### src/rtl/v810_bus_initiator.sv
// V810 external-bus master: turns single-word REQ/ACK requests into
// bus cycles with READYn wait states, timeout and 16-bit bus splitting.
module v810_bus_initiator #(
    parameter int WAIT_MAX = 16
) (
    input  logic        i_clk,
    input  logic        i_res,
    input  logic        i_ce,
    input  logic        i_req,
    input  logic [31:0] i_addr,
    input  logic [31:0] i_wdata,
    input  logic [3:0]  i_be,
    input  logic        i_wr,
    input  logic        i_memrq,
    input  logic [1:0]  i_stin,
    output logic        o_ack,
    output logic        o_err,
    output logic [31:0] o_rdata,
    output logic [31:0] o_a,
    input  logic [31:0] i_d_i,
    output logic [31:0] o_d_o,
    output logic [3:0]  o_ben,
    output logic [1:0]  o_st,
    output logic        o_dan,
    output logic        o_mrqn,
    output logic        o_rw,
    output logic        o_bcystn,
    input  logic        i_readyn,
    input  logic        i_szrqn
);

    typedef enum logic [2:0] {S_IDLE, S_T1, S_T2, S_T1H, S_T2H} state_t;

    localparam logic [15:0] LP_WMAX = 16'(WAIT_MAX);

    state_t      r_state, w_state;
    logic [15:0] r_cnt, w_cnt;
    logic [3:0]  r_be, w_be;
    logic        r_wr, w_wr;
    logic [15:0] r_lo, w_lo;
    logic        r_ack, w_ack;
    logic        r_err, w_err;
    logic [31:0] r_rdata, w_rdata;
    logic [31:0] r_a, w_a;
    logic [31:0] r_do, w_do;
    logic [3:0]  r_ben, w_ben;
    logic [1:0]  r_st, w_st;
    logic        r_dan, w_dan;
    logic        r_mrqn, w_mrqn;
    logic        r_rw, w_rw;
    logic        r_bcystn, w_bcystn;

    logic [15:0] w_cnt_inc;
    logic        w_abort;
    logic        w_split;
    logic        w_to_idle;
    logic [31:0] w_lanes;

    // Disabled byte lanes read back as zero
    function automatic logic [31:0] f_lanes(input logic [31:0] d,
                                            input logic [3:0]  be);
        logic [31:0] v;
        v = '0;
        for (int i = 0; i < 4; i++) begin
            v[8*i +: 8] = be[i] ? d[8*i +: 8] : 8'h00;
        end
        return v;
    endfunction

    always_ff @(posedge i_clk) begin
        if (i_res) begin
            r_state  <= S_IDLE;
            r_cnt    <= '0;
            r_be     <= '0;
            r_wr     <= 1'b0;
            r_lo     <= '0;
            r_ack    <= 1'b0;
            r_err    <= 1'b0;
            r_rdata  <= '0;
            r_a      <= '0;
            r_do     <= '0;
            r_ben    <= 4'hF;
            r_st     <= 2'd0;
            r_dan    <= 1'b1;
            r_mrqn   <= 1'b1;
            r_rw     <= 1'b1;
            r_bcystn <= 1'b1;
        end else if (i_ce) begin
            r_state  <= w_state;
            r_cnt    <= w_cnt;
            r_be     <= w_be;
            r_wr     <= w_wr;
            r_lo     <= w_lo;
            r_ack    <= w_ack;
            r_err    <= w_err;
            r_rdata  <= w_rdata;
            r_a      <= w_a;
            r_do     <= w_do;
            r_ben    <= w_ben;
            r_st     <= w_st;
            r_dan    <= w_dan;
            r_mrqn   <= w_mrqn;
            r_rw     <= w_rw;
            r_bcystn <= w_bcystn;
        end
    end

    always_comb begin
        w_state   = r_state;
        w_cnt     = r_cnt;
        w_be      = r_be;
        w_wr      = r_wr;
        w_lo      = r_lo;
        w_ack     = 1'b0;
        w_err     = 1'b0;
        w_rdata   = r_rdata;
        w_a       = r_a;
        w_do      = r_do;
        w_ben     = r_ben;
        w_st      = r_st;
        w_dan     = r_dan;
        w_mrqn    = r_mrqn;
        w_rw      = r_rw;
        w_bcystn  = r_bcystn;
        w_to_idle = 1'b0;
        w_cnt_inc = (r_cnt == 16'hFFFF) ? r_cnt : r_cnt + 16'd1;
        w_abort   = (WAIT_MAX != 0) && (w_cnt_inc == LP_WMAX);
        w_split   = !i_szrqn && (|r_be[1:0]) && (|r_be[3:2]);
        w_lanes   = f_lanes(i_d_i, r_be);

        unique case (r_state)
            S_IDLE: begin
                if (i_req) begin
                    w_be     = i_be;
                    w_wr     = i_wr;
                    w_a      = i_addr & 32'hFFFF_FFFC;
                    w_ben    = ~i_be;
                    w_rw     = ~i_wr;
                    w_mrqn   = ~i_memrq;
                    w_st     = i_stin;
                    w_do     = i_wdata;
                    w_bcystn = 1'b0;
                    w_dan    = 1'b1;
                    w_state  = S_T1;
                end
            end
            S_T1, S_T1H: begin
                w_bcystn = 1'b1;
                w_dan    = 1'b0;
                w_cnt    = '0;
                w_state  = (r_state == S_T1) ? S_T2 : S_T2H;
            end
            S_T2, S_T2H: begin
                if (i_readyn) begin
                    w_cnt = w_cnt_inc;
                    if (w_abort) begin
                        w_ack     = 1'b1;
                        w_err     = 1'b1;
                        w_to_idle = 1'b1;
                    end
                end else if (r_state == S_T2 && w_split) begin
                    // Low halfword done; rerun the upper half at base+2
                    w_lo     = w_lanes[15:0];
                    w_a      = r_a | 32'h2;
                    w_ben    = {~r_be[3:2], 2'b11};
                    w_bcystn = 1'b0;
                    w_dan    = 1'b1;
                    w_state  = S_T1H;
                end else begin
                    if (!r_wr) begin
                        w_rdata = (r_state == S_T2) ? w_lanes
                                                    : {w_lanes[31:16], r_lo};
                    end
                    w_ack     = 1'b1;
                    w_to_idle = 1'b1;
                end
            end
            default: w_to_idle = 1'b1;
        endcase

        if (w_to_idle) begin
            w_state  = S_IDLE;
            w_a      = '0;
            w_do     = '0;
            w_ben    = 4'hF;
            w_st     = 2'd0;
            w_dan    = 1'b1;
            w_mrqn   = 1'b1;
            w_rw     = 1'b1;
            w_bcystn = 1'b1;
        end
    end

    assign o_ack    = r_ack;
    assign o_err    = r_err;
    assign o_rdata  = r_rdata;
    assign o_a      = r_a;
    assign o_d_o    = r_do;
    assign o_ben    = r_ben;
    assign o_st     = r_st;
    assign o_dan    = r_dan;
    assign o_mrqn   = r_mrqn;
    assign o_rw     = r_rw;
    assign o_bcystn = r_bcystn;

endmodule

### config.mk
export PLATFORM = sky130hd
export DESIGN_NAME = v810_bus_initiator
export DESIGN_NICKNAME = d
export VERILOG_FILES = /design/src/rtl/v810_bus_initiator.sv
export SDC_FILE = /design/constraint.sdc
export NUM_CORES = 1
export LEC_CHECK = 0
export ABC_AREA = 1
export CAP_MARGIN = 20
export CORE_MARGIN = 5
export CORE_UTILIZATION = 51
export CTS_BUF_LIST = sky130_fd_sc_hd__clkbuf_16
export CTS_CLUSTER_DIAMETER = 40
export CTS_CLUSTER_SIZE = 28
export DETAILED_ROUTE_END_ITERATION = 8
export PLACE_DENSITY_LB_ADDON = 0.25
export SETUP_SLACK_MARGIN = 0.1
export SYNTH_ARGS = -nofsm -noshare
export SYNTH_HDL_FRONTEND = slang
export SYNTH_SLANG_ARGS = --single-unit
### constraint.sdc
create_clock -name i_clk -period 5.8 [get_ports i_clk]
set_input_delay 0.87 -clock i_clk [delete_from_list [all_inputs] [get_ports i_clk]]
set_output_delay 0.87 -clock i_clk [all_outputs]
set_load 0.01 [all_outputs]
After elaboration in Yosys (flattened, before gate mapping). Cells that the tools add are included.

Bits in registers: 148.

Equal/unequal tests: 11. Reductions and logical operators: 23. Add/sub/neg operators: 1. Muxes and demuxes: 53. Bitwise logic cells: 7.

Operator list (number): 32-bit 2-to-1 mux (5); 32-bit case mux with 2 select lines (1); 16-bit 2-to-1 mux (3); 8-bit 2-to-1 mux (4); 16-bit case mux with 2 select lines (1); 1-bit 2-to-1 mux (20); 16-bit by 1-bit adder with 16-bit output (second input constant) (1); 16-bit == test (second input constant) (1); 16-bit by 5-bit == test with 1-bit output (second input constant) (1); 4-bit 2-to-1 mux (4); 3-bit 2-to-1 mux (5); 5-bit AND reduction (3); 2-bit 2-to-1 mux (5); 3-bit != test (second input constant) (3); 3-bit case mux with 3 select lines (1); 3-bit AND reduction (3); 4-bit case mux with 2 select lines (1); 4-bit AND reduction (2); 2-bit OR reduction (4); 3-bit by 2-bit == test with 1-bit output (second input constant) (2); 1-bit case mux with 3 select lines (2); 2-bit nonzero test (3); 1-bit inverter (5); 2-bit != test (second input constant) (2); 11 further kinds (13).

Depth between registers and ports, before layout.
Depth after elaboration: 9. Mapped depth: 20.

Worst setup path before layout. No wires, ideal clock.

Path kind: register to register. Start: reg r_cnt[0]. End: reg r_do[23], in the netlist o_d_o[23]. Data required time: 5.690 ns. Arrival time: 2.173 ns. Cell stages (with the launch flop): 20. Period minus slack after synthesis: 2.283 ns. Setup time: 0.110 ns. Setup slack: 3.517 ns. Path buffers: 1. Cell sequence: dfxtp_1 ha_1 nand2_2 nor2_4 nand2_2 nor2_2 nand2_1 nand2_1 nand2_1 nor2_1 nand3_1 nor2_1 nand2_1 nand3_2 nand3_4 nand2_2 buf_2 nand2_1 inv_1 nor2_1.

Longest elaborated chain between the ends: 8. Elaborated cells between the ends (all ways): 11. Those cells by class: 1 x add/sub; 2 x eq/ne; 5 x mux; 3 x reduce/logical.

RTL lines: from (decl) (line 37) `logic [15:0] r_cnt, w_cnt;`; from (signal assigned) (line 90) `r_cnt <= w_cnt;`; 16-bit by 1-bit adder with 16-bit output / 16-bit == test (equally long branches) (line 126) `w_cnt_inc = (r_cnt == 16'hFFFF) ? r_cnt : r_cnt + 16'd1;`; 16-bit 2-to-1 mux (*) (line 126); 16-bit by 5-bit == test with 1-bit output (*) (line 127) `w_abort = (WAIT_MAX != 0) && (w_cnt_inc == LP_WMAX);`; 1-bit 2-to-1 mux (*) (line 156) `if (w_abort) begin`; 1-bit 2-to-1 mux (*) (line 154) `if (i_readyn) begin`; 1-bit case mux with 2 select lines (*) (line 131) `unique case (r_state)`; 2-bit nonzero test (no source line); 3-bit AND reduction (no source line); to (signal assigned) (line 98) `r_do <= w_do;`; to (decl) (line 45) `logic [31:0] r_do, w_do;`.

Mark *: on every way between the ends. The rest lies on a longest branch, timed or not. A chain may end at the register's enable or synchronous reset.

Final worst setup path.
Start: reg r_cnt[0]. End: reg r_do[29], in the netlist o_d_o[29].

The elaborated chain is that of the path after synthesis.

==> impl_results.md <==
* Core region area at 13930 um^2
* Mapped Cells at around 1100
* Port bufs at 214
* Max Clk Rate at 308.6 MHz
* CTS Buf Count at 17
* Family with the most delay on the worst path: simple AND/OR/NAND/NOR gates
* Leading area contributor after synthesis: dfxtp_1
* Asr flop ratio synth at 0
* Slew margin rel. at 0.3518
* CP startpoint kind: flop
* Most frequent cell after synthesis: nand2_1
* Final non-filler cell total at 1474
* Post-DP HPWL at 13930 um
* Class of the worst hold path: flop to flop
* Post-CTS sizing at 0
* CTS tree: yes
* Worst ir drop on vdd at 218.1 uV
* Vias at approximately 7400
* Clk_skew at between 0.008 and 0.009 ns
* CP Cell Sequence: ha_1 -> nand3_1 -> nor2_1 -> nand3_1 -> nand2_1 -> nand3_1 -> nor2_1 -> nand3_1 -> nor2_1 -> nand2_1 -> nand3_2 -> nand3_4 -> nand2_2 -> nand2_1 -> inv_1 -> nor2_1
* Syn nets at 1222
* CP Buf/Inv Count at 1
* Die height at 129.6 um
* Synth Register Bits at between 100 and 150
* Root Buffer: clkbuf_16
* Wirelength per Cell at 13.95 um
* Synth top cells by count: 286 x nand2_1, 153 x inv_1, 147 x dfxtp_1, 115 x nand3_1, 114 x nor2_1
* CTS Buffer Depth at 2
* Setup repair after global routing missed its margin: false
* Worst-skew pair later-pin latency at between 0.4 and 0.5 ns
* CP peak stage delay at 0.64 ns
* Initial antenna violation count at 0
* Final Hold Viols at 0
* Yosys cell types at 35
* Status: finished, final reports clean
* First-pass DRT Iterations at 5
* Hold_ws at 0.4434 ns
* Part of the Yosys area used for sequential elements at 0.4031
* Pwr Density at ~300 nW/um^2
* Area share of the largest cell type after synthesis at 0.4031
* Initial core utilization at 0.5239
* Grt ovf at 0
* Setup violators final at 0
* CTS sink cnt at around 150
* Routed WL at 20560 um
* CTS clk-pin slew, worst paths at ~0.060 ns
* Max cap viols at 0
* Drt drc at 0
* Initial DRC count at 529
* Largest net degree at the start of global routing at 99
* Worst slew pin tran at between 0.9 and 1 ns
* Crit Path Max Fanout at 36
* Crit path DAT at ~3.6 ns
* First-pass GRT wire length at 32090 um
* Ant. Diodes at 0
* Finished Cell Area at a little under 10000 um^2
* Ys flop type: dfxtp_1
* GPL Wtd Cong at 0.9701
* Leak at about 0.0045 uW
* Core Rows at 43
* Setup TNS at 0 ns
* Crit-path slowest cell: nand2_2
* Post-DRT Antenna Nets at 0
* Overall global routing resource usage at 0.2352
* Vias per std cell at ~5.0
* Final Slew Violations at 0
* CP Capture Type: flop
* I/O Pins at ~220
* Layout Nets at 1394
* Avg Cell Area, Syn at 6.571 um^2
* Largest cells by area after synthesis: dfxtp_1 40%, nand2_1 15%, nand3_1 7.9%
* Cells after DPL at 1443
* Postcts setup bufs at 0
* Final period utilization at 0.5587
* Post-layout min period at 3.241 ns
* Worst Path Required at about 6 ns
* Mapped Area at ~7300 um^2
* DP Area at between 9000 and 10000 um^2
* H-tree depth at 4
* Synth-to-Final Area Change at 36.16%
* Total chip power at 2906 uW
* Crit Path Class: flop to flop
* Share of layout cells above drive strength 1 at 0.04560
* Die Footprint at 16810 um^2
* Post-CTS Hold Buffers at 0
* Ys Warns at 0
* Chip width at about 130 um
* Vias in the first global route at 6583
* Post-synth EDFFs at 0
-- metrics by stage --
step                        util  setup WS [ns]
final                     0.7134          2.559
after CTS                 0.7114          1.703
after floorplan                -          3.517
after detailed placement  0.6740          1.636
after global routing      0.7134          2.264
after global placement    0.6740          1.641
-- flip-flops by register name (all words and copies together), names as in the netlist --
register,count
r_be,4
o_err,1
o_st,2
o_dan,1
r_state,3
o_rw,1
o_mrqn,1
o_bcystn,1
o_ack,1
r_lo,16
o_rdata,32
o_a,31
r_wr,1
r_cnt,16
o_ben,4
o_d_o,32
-- per-layer routing --
| metal | part of all wire | up-vias | global-route usage |
|---|---|---|---|
| li1 | - | 3819 | - |
| met1 | 0.42 | 3313 | 0.2935 |
| met2 | 0.49 | 225 | 0.4016 |
| met3 | 0.065 | 32 | 0.05359 |
| met4 | 0.024 | 0 | 0.07824 |
| met5 | 0 | - | 0 |
-- placed cells by master, fill, tap and decap left out, drive strengths merged, types with 9 or more instances in the layout --
cell type / synthesis / routed
nand2: 290 / 290
nor2: 120 / 120
nand3b: 18 / 18
o21ai: 41 / 41
nand3: 117 / 117
a211oi: 19 / 19
clkdlybuf4s50: 0 / 213
clkinv: 1 / 9
a21boi: 30 / 30
dfxtp: 147 / 147
clkbuf: 43 / 17
inv: 166 / 169
a21oi: 73 / 73
-- final cells by class --
cell class	instances	area (um^2)
Fill cell	1170	3994
Multi-Input combinational cell	729	3412
Sequential cell	147	2943
Timing Repair Buffer	221	2210
Inverter	167	629.4
Clock buffer	17	425.4
Tap cell	180	225.2
Clock inverter	13	96.34
-- final timing paths --
kind	from	end	slack [ns]	cells after the start
hold reg to reg	o_rdata[13]	o_rdata[13]	0.44	2
setup reg to reg	r_cnt[0]	o_d_o[29]	2.56	16
hold / removal	o_rdata[13]	o_rdata[13]	0.44	2
setup / recovery	r_cnt[0]	o_d_o[29]	2.56	16
-- cell families (layout without fill, tap and decap cells) --
family | after synthesis | count (layout) | synth area share
flip-flops | 147 | 147 | 0.4031
buffers and inverters | 235 | 418 | 0.1299
AO/OA/AOI/OAI | 164 | 164 | 0.1296
XOR/XNOR | 5 | 5 | 0.005998
adder cells (fa/ha/maj) | 1 | 1 | 0.001714
other | 1 | 1 | 0.0005136
AND/OR/NAND/NOR | 558 | 558 | 0.3292
-- worst register-to-register path, delay by kind of cell (launching register included) --
kind                     cells  cell delay, ns
AND/OR/NAND/NOR             14            2.31
flip-flops                   1            0.46
adder cells (fa/ha/maj)      1            0.27
buffers and inverters        1            0.11
-- report_power, final --
part	switching [uW]	internal, uW
combinational	400	358
sequential	56.9	1110
clock	407	575
No activity file was read; power rests on OpenSTA's default activity.
